### src/rtl/pipe_ctrl.sv
// pipe_ctrl: pipeline controller for the 6-stage core.
//
// Merges per-stage stall requests into a hold vector, arbitrates EX/ID branch
// redirects and holds the winner until the PC register accepts it, generates
// wrong-path flushes for IF/ID, and keeps saturating performance counters.
//
// Ports:
//   clk                 single clock, rising edge
//   rst                 asynchronous reset, active low
//   stallreq_if/id/ex/mem  per-stage stall requests
//   ex_b_flag_i / ex_b_target_addr_i  EX taken branch/jump and target
//   id_b_flag_i / id_b_target_addr_i  ID direct jump and target
//   stall[5:0]          hold vector: 0=PC 1=IF 2=ID 3=EX 4=MEM 5=WB
//   redirect_valid_o / redirect_addr_o  pending redirect to the PC register
//   flush_if_o / flush_id_o            kill IF/ID and ID/EX latch contents
//   stall_cycles_o      cycles with stall[0]=1 (saturating)
//   redirect_cnt_o      redirects accepted by the PC register (saturating)
//
// Redirect FSM:
//   state   | meaning
//   IDLE    | no redirect pending
//   PEND_ID | ID redirect pending, may be overridden by EX
//   PEND_EX | EX redirect pending, ID redirects are wrong-path and dropped
module pipe_ctrl #(
  parameter int ADDR_W = 32,
  parameter int CNT_W  = 32
) (
  input  logic              clk,
  input  logic              rst,
  input  logic              stallreq_if,
  input  logic              stallreq_id,
  input  logic              stallreq_ex,
  input  logic              stallreq_mem,
  input  logic              ex_b_flag_i,
  input  logic [ADDR_W-1:0] ex_b_target_addr_i,
  input  logic              id_b_flag_i,
  input  logic [ADDR_W-1:0] id_b_target_addr_i,
  output logic [5:0]        stall,
  output logic              redirect_valid_o,
  output logic [ADDR_W-1:0] redirect_addr_o,
  output logic              flush_if_o,
  output logic              flush_id_o,
  output logic [CNT_W-1:0]  stall_cycles_o,
  output logic [CNT_W-1:0]  redirect_cnt_o
);

  typedef enum logic [1:0] {IDLE, PEND_ID, PEND_EX} state_t;

  localparam logic [CNT_W-1:0] CNT_ONE = {{(CNT_W-1){1'b0}}, 1'b1};
  localparam logic [CNT_W-1:0] CNT_MAX = {CNT_W{1'b1}};

  state_t            state, state_nxt;
  logic [ADDR_W-1:0] addr_q, addr_nxt;
  logic              consume;

  // Highest requesting stage wins; it holds itself and everything upstream.
  always_comb begin
    stall = 6'b000000;
    if (stallreq_mem)      stall = 6'b011111;
    else if (stallreq_ex)  stall = 6'b001111;
    else if (stallreq_id)  stall = 6'b000111;
    else if (stallreq_if)  stall = 6'b000011;
  end

  assign consume = (state != IDLE) && !stall[0];

  // Capture outranks consumption; the consumed redirect is still counted.
  always_comb begin
    state_nxt = state;
    addr_nxt  = addr_q;
    if (ex_b_flag_i) begin
      state_nxt = PEND_EX;
      addr_nxt  = ex_b_target_addr_i;
    end else if (id_b_flag_i && state != PEND_EX) begin
      state_nxt = PEND_ID;
      addr_nxt  = id_b_target_addr_i;
    end else if (consume) begin
      state_nxt = IDLE;
    end
  end

  always_ff @(posedge clk or negedge rst) begin
    if (!rst) begin
      state  <= IDLE;
      addr_q <= '0;
    end else begin
      state  <= state_nxt;
      addr_q <= addr_nxt;
    end
  end

  always_ff @(posedge clk or negedge rst) begin
    if (!rst) begin
      stall_cycles_o <= '0;
      redirect_cnt_o <= '0;
    end else begin
      if (stall[0] && stall_cycles_o != CNT_MAX)
        stall_cycles_o <= stall_cycles_o + CNT_ONE;
      if (consume && redirect_cnt_o != CNT_MAX)
        redirect_cnt_o <= redirect_cnt_o + CNT_ONE;
    end
  end

  assign redirect_valid_o = (state != IDLE);
  assign redirect_addr_o  = addr_q;
  assign flush_id_o       = ex_b_flag_i;
  // IF stays squashed until the PC has actually moved to the target.
  assign flush_if_o       = ex_b_flag_i | id_b_flag_i | redirect_valid_o;

endmodule

### config.mk
export PLATFORM = sky130hd
export DESIGN_NAME = pipe_ctrl
export DESIGN_NICKNAME = d
export VERILOG_FILES = /design/src/rtl/pipe_ctrl.sv
export SDC_FILE = /design/constraint.sdc
export NUM_CORES = 1
export LEC_CHECK = 0
export BUFFER_PORTS_ARGS = -buffer_cell sky130_fd_sc_hd__buf_4
export CAP_MARGIN = 20
export CORE_MARGIN = 2
export CORE_UTILIZATION = 25
export CTS_BUF_LIST = sky130_fd_sc_hd__clkbuf_4
export CTS_CLUSTER_DIAMETER = 150
export DETAILED_ROUTE_END_ITERATION = 10
export GPL_ROUTABILITY_DRIVEN = 0
export GPL_TIMING_DRIVEN = 0
export PLACE_DENSITY = 0.44
export SETUP_SLACK_MARGIN = 0.2
export SYNTH_ARGS = -nofsm -noshare
export SYNTH_HDL_FRONTEND = slang
export SYNTH_SLANG_ARGS = --single-unit
### constraint.sdc
create_clock -name clk -period 2.4 [get_ports clk]
set_clock_uncertainty 0.2 [all_clocks]
set_input_delay 0.48 -clock clk [delete_from_list [all_inputs] [get_ports clk]]
set_output_delay 0.48 -clock clk [all_outputs]
set_load 0.05 [all_outputs]
**Word level (Yosys, flattened, before mapping)**

Cells that the tools add are included.

- Register bits after elaboration: 98
- Output and inout port bits: 105
- Logic and storage cells: 28

- Add/subtract/negate cells: 2
- Equality and inequality tests: 3
- Multiplexer cells: 9
- Bitwise gates (word level): 2
- Reduce and logical (&&, ||, !) cells: 8

Operators by type and width:

| cell | count |
|---|---|
| 32-bit by 1-bit adder with 32-bit output (second input constant) | 2 |
| 32-bit two-way mux | 2 |
| 32-bit != test (second input constant) | 2 |
| 2-bit two-way mux | 4 |
| 6-bit two-way mux | 1 |
| 1-bit logical AND | 4 |
| 4-bit two-way mux | 1 |
| 2-bit nonzero test | 2 |
| 3-bit two-way mux | 1 |
| 3-bit nonzero test | 1 |
| 2-bit != test (second input constant) | 1 |
| 1-bit bitwise OR | 2 |
| 1-bit logical NOT | 1 |

**Depth between registers and ports, before layout**

- Depth after elaboration: 9
- Gate-level depth with buffers: 7
- Depth with buffers taken out: 6

**Least setup slack after synthesis**

Ideal clock, no wire load.

- Path kind: register to register
- Start point: reg redirect_cnt_o[0]
- End point: reg redirect_cnt_o[2]
- Data arrival time: 2.420 ns
- Required time: 2.054 ns
- Slack: -0.366 ns
- Stages on the path, launching flop included: 7
- Cells stage by stage: dfrtp_1 > ha_1 > nand3_1 > or3_4 > or4_4 > and3_1 > xor2_1

- Cells in the longest elaborated chain, start to end: 2

RTL lines:

| what | RTL line | RTL |
|---|---|---|
| start: declaration | 44 | `output logic [CNT_W-1:0] redirect_cnt_o` |
| start signal: assignment | 100 | `redirect_cnt_o <= redirect_cnt_o + CNT_ONE;` |
| branches (longest 2 deep; another with 32-bit by 1-bit adder with 32-bit output) | - |  |

Several ways; the timed one is not identified.
A chain may end at the register's enable or synchronous reset.

**Final worst setup path**

- Start point: reg stall_cycles_o[12]
- End point: reg stall_cycles_o[27]

- Cells in the longest elaborated chain, start to end: 2

RTL lines:

| what | RTL line | RTL |
|---|---|---|
| start: declaration | 43 | `output logic [CNT_W-1:0] stall_cycles_o,` |
| start signal: assignment | 98 | `stall_cycles_o <= stall_cycles_o + CNT_ONE;` |
| branches (longest 2 deep; another with 32-bit by 1-bit adder with 32-bit output) | - |  |

Several ways; the timed one is not identified.

==> run metrics <==
full die area 0.02031 mm^2; DR vias 4,305; area of the multi-input gates 0.002494 mm^2; FFs w/ async S/R, synth 1.000; PortBufs 174; hold crit path type input port to flip-flop; TritonCTS Buffers 9; Leakage Power 3.464 nW; worst skew pair latency 0.47 ns; P per Cell Area 643.3 mW/mm^2; highest-count cells in the layout ignoring fill and taps 233 x buf_4, 56 x nand2_1, 54 x dfrtp_2; Worst Path Max Fanout 5; maxcap violations 0; width of the die 142.5 um; initial core utilization 0.2556; Routed wire per std cell 15.81 um; layout cell share with drive strength beyond 1 0.5190; worst reg2reg path startpoint stall_cycles_o[12]; io pins 177; Core Rows 50; FF/Latch Area 0.002520 mm^2; reg2reg setup slack 0.16 ns; critical path capture point type flip-flop; fillers 1,894; Setup CP Type flip-flop to flip-flop; Post-synth EDFFs 0; Final Core Density 0.3944; Synth Warn # 0; final period utilization 0.9342; leading cell type in the layout, fill and taps excluded buf_4; Starting DRT DRC Count 139; Area growth syn-to-layout 54.30%; worst slew pin tran 0.8118 ns; cell area after synthesis 0.004797 mm^2; Reg clk slew, reported paths 0.16 ns; grt total ovfl 0; Startpoint Class flip-flop; CTS tree yes; placed instance area 0.006605 mm^2; largest area contributor in the netlist dfrtp_1; initial antenna violation count 1; setup violators final 0; GRT Overall Usage 0.1440; placed cells 867; clock buffer depth 2; status complete, no violations; clk root buf clkbuf_4; reg2reg path depth 6; Hold Path Stages 3; max-slew violations 0; nets 778; final WL 14.92 mm; Non-Filler Instances 944; Non-Filler Cell Area, Final 0.007402 mm^2; drt drc 0; clk sinks 98; pin count of the biggest net entering global routing 60; die height 142.5 um; critical path arrival 2.40 ns; Fmax 0.4460 GHz; synthesized area per cell 10.47 um^2; HPWL after DPL 10.53 mm; syn_nets 532; total core area 0.01877 mm^2; Routed Antenna Nets 0; Hold EP redirect_addr_o[6]; Main synth FF type dfrtp_1; DR pass1 iterations 4; post-synthesis sequential area ratio 0.5112; drt via density 4.560; top cells by area, synth dfrtp_1 51%, xor2_1 8.0%, mux2i_1 6.7%; Max-slew headroom 0.4588; first-pass GRT wire length 23.11 mm; top cell type's share of synthesized area 0.5112; Netlist cell types 46; cells after synthesis 458; vias in the first global route 4,378; Max IR drop VDD 284.4 uV; H-tree Lvls 3; Required @ worst endpoint 2.56 ns; final hold viol count 0; FF+latch count, synth 98; Pwr Total 4.762 mW; min-delay src id_b_target_addr_i[6]; Tmin final 2.242 ns; RSZ-0062 raised after global routing true; reg2reg end stall_cycles_o[27]
[critical path, cell delays in order, from the launching register on]
cell and delay [ns]:
dfrtp_2 0.43, nand4_4 0.13, or4_4 0.58, nor4_4 0.26
buf_6 0.19, and4b_1 0.21, xor2_1 0.13
[cell usage after synthesis, types with 10 or more instances]
| cell type | count |
|---|---|
| dfrtp_1 | 98 |
| nand2_1 | 58 |
| xor2_1 | 44 |
| o21ai_0 | 35 |
| mux2i_1 | 32 |
| nand3_1 | 23 |
| nor2_1 | 20 |
| nor3_1 | 19 |
| xnor2_1 | 17 |
| nand4_1 | 15 |
| nor4_1 | 11 |
| clkbuf_1 | 10 |
[worst max path at each step]
| stage | from | endpoint | slack [ns] | depth (start not counted) |
|---|---|---|---|---|
| after global routing | stall_cycles_o[12] | stall_cycles_o[27] | 0.08 | 6 |
| after CTS | state[0] | flush_if_o | 0.09 | 4 |
| final | stall_cycles_o[12] | stall_cycles_o[27] | 0.16 | 6 |
| after detailed placement | stallreq_mem | redirect_cnt_o[21] | -0.20 | 8 |
| after global placement | stallreq_mem | redirect_cnt_o[21] | -0.18 | 8 |
| after floorplan | stallreq_mem | redirect_cnt_o[21] | 0.04 | 7 |
[stage by stage]
| step | setup WS, ns | TNS (ns) | hold WS [ns] |
|---|---|---|---|
| after detailed placement | -0.1972 | -2.967 | 0.2713 |
| after CTS | 0.09347 | 0 | 0.04912 |
| after global placement | -0.1821 | -2.787 | 0.2658 |
| final | 0.1578 | 0 | 0.09680 |
| after global routing | 0.07670 | 0 | 0.05845 |
| after floorplan | 0.04224 | 0 | -0.01559 |
[cell type report]
| type | instances | share of cell area |
|---|---|---|
| antenna | 1 | 0.0003381 |
| buffer | 20 | 0.01690 |
| clock buffer | 10 | 0.01014 |
| clock inverter | 6 | 0.007776 |
| inverter | 8 | 0.004564 |
| multi-input combinational | 332 | 0.3369 |
| sequential | 98 | 0.3404 |
| tap | 234 | 0.03955 |
| timing repair buffer | 235 | 0.2434 |
[routing by layer]
metal | GRT usage | part of all wire | up-vias
met2 | 0.2442 | 0.50 | 105
met1 | 0.1824 | 0.44 | 2089
met3 | 0.02927 | 0.046 | 14
met4 | 0.05055 | 0.014 | 0
met5 | 0 | 0 | -
li1 | - | - | 2097
[cells by family (layout without fill, tap and decap cells)]
kind of cell,after synthesis,after routing,share of synthesized area
muxes,34,34,0.07225
other,1,2,0.0007817
buffers and inverters,28,279,0.02686
adders and majority gates,2,2,0.005216
DFF,98,98,0.5112
and+or+nand+nor,192,192,0.2230
xor gates and xnor gates,61,61,0.1114
AOI/OAI and AO/OA,42,42,0.04930
[repair_timing]
item / CTS / global route
buffers inserted: 36 / 21
pin swaps: 7 / 17
hold buffers: 1 / 0
hold endpoints to repair: 58 / 0
gates cloned: 0 / 2
setup endpoints to repair: 48 / 82
gates resized for setup: 14 / 40
[power by group]
group,internal [mW],total [mW],switching (mW)
Clock,0.324,0.925,0.601
Sequential,1.86,2.04,0.181
Combinational,0.651,1.80,1.15
Total,2.83,4.76,1.93
[registers in the layout, indices dropped and copies added, names as in the netlist]
| name | cells |
|---|---|
| stall_cycles_o | 32 |
| redirect_addr_o | 32 |
| state | 2 |
| redirect_cnt_o | 32 |
Power figures use the tool's default switching activity.
